==> config.mk <==
export PLATFORM = sky130hd
export DESIGN_NAME = gate_operand_fetch
export DESIGN_NICKNAME = d
export VERILOG_FILES = /design/src/rtl/simple_processor_pkg.sv /design/src/rtl/gate_operand_fetch.sv
export SDC_FILE = /design/constraint.sdc
export NUM_CORES = 1
export LEC_CHECK = 0
export BUFFER_PORTS_ARGS = -buffer_cell sky130_fd_sc_hd__buf_2
export CAP_MARGIN = 10
export CELL_PAD_IN_SITES_DETAIL_PLACEMENT = 0
export CELL_PAD_IN_SITES_GLOBAL_PLACEMENT = 1
export CORE_MARGIN = 8
export CORE_UTILIZATION = 52
export CTS_CLUSTER_SIZE = 10
export DETAILED_ROUTE_END_ITERATION = 12
export GPL_TIMING_DRIVEN = 0
export MAX_ROUTING_LAYER = met4
export PLACE_DENSITY = 0.88
export REMOVE_ABC_BUFFERS = 1
export SETUP_SLACK_MARGIN = 0.4
export SLEW_MARGIN = 40
export SYNTH_ARGS = -nofsm -noshare
export SYNTH_HDL_FRONTEND = slang
export SYNTH_SLANG_ARGS = --single-unit
==> constraint.sdc <==
create_clock -name clk_i -period 5.27 [get_ports clk_i]
set_input_delay 1.3175 -clock clk_i [delete_from_list [all_inputs] [get_ports clk_i]]
set_output_delay 1.3175 -clock clk_i [all_outputs]
set_load 0.1 [all_outputs]
==> src/rtl/simple_processor_pkg.sv <==
// Shared datapath width and logic-gate function codes for the simple processor.
package simple_processor_pkg;

    localparam int DATA_WIDTH = 8;

    typedef enum logic [1:0] {
        AND = 2'd0,
        OR  = 2'd1,
        XOR = 2'd2,
        NOT = 2'd3
    } func_t;

endpackage

==> src/rtl/gate_operand_fetch.sv <==
// Operand-fetch/issue stage ahead of alu_gate: register file, scoreboard and hazard stall.
// Define GATE_OPFETCH_BYPASS_EN to forward same-cycle writeback data into the operands.
module gate_operand_fetch
    import simple_processor_pkg::*;
#(
    parameter int NUM_REGS   = 8,
    parameter int ADDR_WIDTH = $clog2(NUM_REGS)
) (
    input  logic                  clk_i,
    input  logic                  arst_ni,
    input  logic                  instr_valid_i,
    output logic                  instr_ready_o,
    input  func_t                 func_i,
    input  logic [ADDR_WIDTH-1:0] rs1_addr_i,
    input  logic [ADDR_WIDTH-1:0] rs2_addr_i,
    input  logic [ADDR_WIDTH-1:0] rd_addr_i,
    output logic                  ex_valid_o,
    input  logic                  ex_ready_i,
    output func_t                 ex_func_o,
    output logic [DATA_WIDTH-1:0] ex_rs1_data_o,
    output logic [DATA_WIDTH-1:0] ex_rs2_data_o,
    output logic [ADDR_WIDTH-1:0] ex_rd_addr_o,
    input  logic                  wb_valid_i,
    input  logic [ADDR_WIDTH-1:0] wb_rd_addr_i,
    input  logic [DATA_WIDTH-1:0] wb_data_i,
    output logic [NUM_REGS-1:0]   pending_o
);

    logic [DATA_WIDTH-1:0] r_regs [NUM_REGS];
    logic [NUM_REGS-1:0]   r_pending;
    logic                  r_ex_valid;
    func_t                 r_ex_func;
    logic [DATA_WIDTH-1:0] r_ex_rs1_data;
    logic [DATA_WIDTH-1:0] r_ex_rs2_data;
    logic [ADDR_WIDTH-1:0] r_ex_rd_addr;

    logic                  w_is_not;
    logic                  w_haz_rs1;
    logic                  w_haz_rs2;
    logic                  w_haz_rd;
    logic                  w_hazard;
    logic                  w_ready;
    logic                  w_accept;
    logic [DATA_WIDTH-1:0] w_rs1_data;
    logic [DATA_WIDTH-1:0] w_rs2_data;
    logic [NUM_REGS-1:0]   w_pending_nxt;

    assign w_is_not = (func_i == NOT);

`ifdef GATE_OPFETCH_BYPASS_EN
    logic w_wb_hit_rs1;
    logic w_wb_hit_rs2;

    // A writeback landing this cycle satisfies the operand directly.
    assign w_wb_hit_rs1 = wb_valid_i && (wb_rd_addr_i == rs1_addr_i);
    assign w_wb_hit_rs2 = wb_valid_i && (wb_rd_addr_i == rs2_addr_i);
    assign w_haz_rs1    = r_pending[rs1_addr_i] && !w_wb_hit_rs1;
    assign w_haz_rs2    = r_pending[rs2_addr_i] && !w_wb_hit_rs2 && !w_is_not;
    assign w_rs1_data   = w_wb_hit_rs1 ? wb_data_i : r_regs[rs1_addr_i];
    assign w_rs2_data   = w_wb_hit_rs2 ? wb_data_i : r_regs[rs2_addr_i];
`else
    assign w_haz_rs1    = r_pending[rs1_addr_i];
    assign w_haz_rs2    = r_pending[rs2_addr_i] && !w_is_not;
    assign w_rs1_data   = r_regs[rs1_addr_i];
    assign w_rs2_data   = r_regs[rs2_addr_i];
`endif

    assign w_haz_rd = r_pending[rd_addr_i];
    assign w_hazard = w_haz_rs1 || w_haz_rs2 || w_haz_rd;
    assign w_ready  = !w_hazard && (!r_ex_valid || ex_ready_i);
    assign w_accept = instr_valid_i && w_ready;

    // Set is applied after clear so an accept wins a same-index collision.
    always_comb begin
        w_pending_nxt = r_pending;
        if (wb_valid_i) begin
            w_pending_nxt[wb_rd_addr_i] = 1'b0;
        end
        if (w_accept) begin
            w_pending_nxt[rd_addr_i] = 1'b1;
        end
    end

    always_ff @(posedge clk_i or negedge arst_ni) begin
        if (!arst_ni) begin
            r_pending <= '0;
        end else begin
            r_pending <= w_pending_nxt;
        end
    end

    always_ff @(posedge clk_i or negedge arst_ni) begin
        if (!arst_ni) begin
            for (int i = 0; i < NUM_REGS; i++) begin
                r_regs[i] <= '0;
            end
        end else if (wb_valid_i) begin
            r_regs[wb_rd_addr_i] <= wb_data_i;
        end
    end

    always_ff @(posedge clk_i or negedge arst_ni) begin
        if (!arst_ni) begin
            r_ex_valid    <= 1'b0;
            r_ex_func     <= AND;
            r_ex_rs1_data <= '0;
            r_ex_rs2_data <= '0;
            r_ex_rd_addr  <= '0;
        end else if (w_accept) begin
            r_ex_valid    <= 1'b1;
            r_ex_func     <= func_i;
            r_ex_rs1_data <= w_rs1_data;
            r_ex_rs2_data <= w_is_not ? '0 : w_rs2_data;
            r_ex_rd_addr  <= rd_addr_i;
        end else if (ex_ready_i) begin
            r_ex_valid    <= 1'b0;
        end
    end

    assign instr_ready_o = w_ready;
    assign ex_valid_o    = r_ex_valid;
    assign ex_func_o     = r_ex_func;
    assign ex_rs1_data_o = r_ex_rs1_data;
    assign ex_rs2_data_o = r_ex_rs2_data;
    assign ex_rd_addr_o  = r_ex_rd_addr;
    assign pending_o     = r_pending;

endmodule

# After elaboration in Yosys (flattened, before gate mapping)
# Index checks and enable logic that the tools add are counted.
# totals
ff_bits,94
inputBits,27
out_inout_bits,31
elab_cells,68
# op_classes
n_lt_le_gt_ge,10
eq_ne,1
n_mux,24
n_bitwise,6
reduce_logical,13
# ops
cell,n
$bwmux W64,1
$mux W8,8
$bmux W8 S3,2
$demux W8 S3,1
$lt A3 B4 Y1 const B,4
$ge A4 B4 Y1 const B,3
$not A3 Y4,3
$bmux W1 S3,3
$and A8 B8 Y8,1
$not A8 Y8,1
$or A8 B8 Y8,1
$mux W1,7
$demux W1 S3,2
$ge A3 B1 Y1 const B,2
$logic_and A1 B1 Y1,6
$lt A4 B1 Y1 const B,1
$logic_not A1 Y1,3
$logic_or A1 B1 Y1,3
$eq A2 B2 Y1 const B,1
$reduce_bool A2 Y1,1

# Logic depth before layout (Yosys ltp)
# depth
word_depth,9
mapped_depth,7
ltp_nobuf,5

# Least setup slack after synthesis
# OpenSTA, ideal clock, no wires.
# synth_path
path_kind,input -> output
startpoint,in rs1_addr_i[0]
endpoint,out instr_ready_o
arrival_time_ns,3.859
t_required_ns,3.953
path_slack_ns,0.094
path_stages,5
n_path_buf,1
path_cell_list,buf_2 -> mux4_2 -> mux2i_1 -> o2111ai_1 -> a21oi_1
# synth_between
elab_chain_cells,6
# synth_lines
item,line_no,source
start: declaration,gate_operand_fetch.sv:14,"input logic [ADDR_WIDTH-1:0] rs1_addr_i,"
$bmux W1 S3,gate_operand_fetch.sv:62,assign w_haz_rs1 = r_pending[rs1_addr_i];
$mux W1 (not written as such),gate_operand_fetch.sv:62,
$logic_or A1 B1 Y1 (2 in series),gate_operand_fetch.sv:69,assign w_hazard = w_haz_rs1 || w_haz_rs2 || w_haz_rd;
$logic_not A1 Y1,gate_operand_fetch.sv:70,assign w_ready = !w_hazard && (!r_ex_valid || ex_ready_i);
$logic_and A1 B1 Y1,gate_operand_fetch.sv:70,
end: declaration,gate_operand_fetch.sv:12,"output logic instr_ready_o,"
# No other way between the ends. The select of a mux whose other input is x is not followed.

# Worst setup path in the final report
# Same ends and word-level chain as after synthesis.

==> results_dict.tcl <==
set metrics [dict create \
    slew_violations 0 \
    syn_avg_cell_area_um2 15.5 \
    finalHoldViolCount 0 \
    worst_slew_pin_slew_ns 0.827 \
    rsz0062_at_grt "false" \
    drtIter0Drc 146 \
    crit_path_start_kind "input pin" \
    antenna_cells 0 \
    vias 2920 \
    ir_drop_mv 0.348 \
    wl_met3_um 443 \
    drive_above_1_share 0.529 \
    dieArea_mm2 0.0124 \
    clock-root-buffer "clkbuf_8" \
    post-route-drc-count 0 \
    fp-row-count 35 \
    max_slew_margin 0.447 \
    routed_wl_um 10400 \
    htree_levels 3 \
    ys_seq_area_frac 0.496 \
    cp_slowest_cell "mux4_2" \
    cellPowerDensity_mw_per_mm2 580 \
    crit_buf_inv 2 \
    slowest_delay_ns 0.55 \
    die_h_um 111 \
    leakagePower_nw 2.31 \
    period_share 0.872 \
    fin_area_mm2 0.00533 \
    ant_nets 0 \
    cts-resized-gates 0 \
    path_clk_slew_ns 0.09 \
    r2r_start "pending_o[5]" \
    cp-end-kind "output pin" \
    port_buffers 57 \
    fin_worst_skew_ns 0.0136 \
    min_period_ns 4.60 \
    hold_end "ex_rs1_data_o[7]" \
    finalPower_mw 3.09 \
    grt_pass1_wl_um 17200 \
    path_class "in2out" \
    viasPerCell 6.16 \
    coreArea_mm2 0.00902 \
    cts_setup_buffers 0 \
    area_delta_synth_final_pct 12.3 \
    cp.arrival_ns 3.28 \
    r2r_end "ex_rs1_data_o[2]" \
    outcome "finished, final reports clean" \
    clock_tree.buffer_depth 2 \
    start_util 0.526 \
    critPathTopFamily "buffers and inverters" \
    setup_tns_ns 0 \
    clkLatencyLatePin_ns 0.36 \
    rrSetupSlack_ns 2.51 \
    antenna_found_initial 0 \
    nFillCells 691 \
    gp_congestion 0.756 \
    fmax_ghz 0.217 \
    overflow 0 \
    cts_made_buffers 9 \
    hold_buffers 0 \
    cts_num_sinks 94 \
    dieWidth_um 111 \
    reg2reg_depth 6 \
    hold_class "reg2reg" \
    worstHoldPathCells 1 \
    hpwl_um 6840 \
    met1_length_um 4700 \
    cp_max_fo 18 \
    highest_layer "met4" \
    setup_violations 0 \
    crit_required_ns 3.95 \
    grt_max_degree 58 \
    postPlaceCellArea_mm2 0.00514 \
    min_from "ex_rs1_data_o[7]" \
    wl_met2_um 5120 \
    grt_pass1_vias 3149 \
    syn_inst 305 \
    yosysWarnings 0 \
    grt_use_total 0.179 \
    cp.depth 6 \
    first_pass_iters 4 \
    path_cells "clkbuf_4 -> mux4_2 -> mux2i_1 -> o2111ai_1 -> a21oi_1 -> buf_2" \
    wl_per_cell_um 21.9 \
    mappedNetlistArea_mm2 0.00474 \
    max_cap_viol_count 0 \
    synth_cell_types 27 \
    cts_tree "done" \
    yosys_register_bits 94 \
    ios 58 \
    nets 385 \
]
[final cells by class]
| class | count | area, µm² | area share |
|---|---|---|---|
| inverter | 7 | 26.3 | 0.00493 |
| timing repair buffer | 61 | 340 | 0.0639 |
| tap | 111 | 139 | 0.0261 |
| multi-input combinational | 185 | 2290 | 0.430 |
| clock inverter | 5 | 35.0 | 0.00658 |
| sequential | 94 | 2350 | 0.442 |
| clock buffer | 11 | 141 | 0.0265 |
[how the worst max path moves through the flow]
stage,slack [ns],to,startpoint
6_report,0.67,instr_ready_o,rs1_addr_i[0]
5_1_grt,0.54,instr_ready_o,rs1_addr_i[0]
4_1_cts,0.45,instr_ready_o,rs1_addr_i[0]
3_5_place_dp,0.45,instr_ready_o,rs1_addr_i[0]
3_3_place_gp,0.15,ex_rs1_data_o[7],rs1_addr_i[0]
2_1_floorplan,0.33,instr_ready_o,rd_addr_i[0]
[layout by cell type (no fill, tap or decap), types with 3 or more instances in the layout]
cell type  instances
dfrtp_1           94
mux2_2            77
buf_2             55
mux4_2            35
mux2_1            21
mux2i_1           10
clkbuf_8          10
nor2_1             9
a32o_1             8
inv_1              7
nor2b_1            5
and2_1             4
nand3_1            3
[synthesized netlist by cell type]
cell type  number  area, µm²
dfrtp_1        94       2350
mux2_2         77        867
mux4_2         35        788
mux2_1         21        236
clkbuf_1       10       37.5
mux2i_1        10        100
nor2_1          9       33.8
a32o_1          8       80.1
inv_1           7       26.3
buf_2           5       25.0
nor2b_1         5       31.3
and2_1          4       25.0
buf_4           3       22.5
nand3_1         3       15.0
nand2_1         2       7.51
a211oi_2        1       12.5
a21oi_1         1       5.00
a222oi_1        1       10.0
a311oi_1        1       8.76
buf_1           1       3.75
nand4_1         1       6.26
nor3_1          1       5.00
nor3b_1         1       7.51
nor3b_2         1       12.5
o2111ai_1       1       8.76
o21bai_1        1       7.51
or2_2           1       6.26
[layer usage]
metal / vias up / GRT usage
met5: - / -
met4: 0 / 0.0578
met3: 10 / 0.0355
met2: 77 / 0.281
met1: 1553 / 0.230
li1: 1280 / -
[where the power goes]
group | switching [mW] | total, mW | leakage, nW | internal, mW
Sequential | 0.149 | 1.09 | 1.14 | 0.941
Clock | 0.254 | 0.439 | 0.0893 | 0.185
Combinational | 1.13 | 1.56 | 1.08 | 0.432
[sequential cells by signal, summed over array words and instances (netlist names)]
signal         flops
r_regs            64
ex_rs1_data_o      8
ex_rs2_data_o      8
pending_o          8
ex_rd_addr_o       3
ex_func_o          2
ex_valid_o         1
[through the flow]
| step | setup WS, ns | util | cells | hold slack (ns) |
|---|---|---|---|---|
| after global placement | 0.146 | 0.563 | 454 | 0.462 |
| after detailed placement | 0.451 | 0.570 | 458 | 0.469 |
| after floorplan | 0.328 | - | 286 | 0.491 |
| after CTS | 0.450 | 0.590 | 474 | 0.491 |
| after global routing | 0.542 | 0.591 | 474 | 0.512 |
| final | 0.672 | 0.591 | 474 | 0.487 |
[kinds of logic (layout without fill, tap and decap cells)]
| group | Yosys count | after routing | share of synthesized area |
|---|---|---|---|
| compound gates | 14 | 14 | 0.0280 |
| flops | 94 | 94 | 0.496 |
| mux | 143 | 143 | 0.420 |
| simple gates | 28 | 28 | 0.0317 |
| buf+inv | 26 | 84 | 0.0243 |
(Power assumes the default switching activity.)
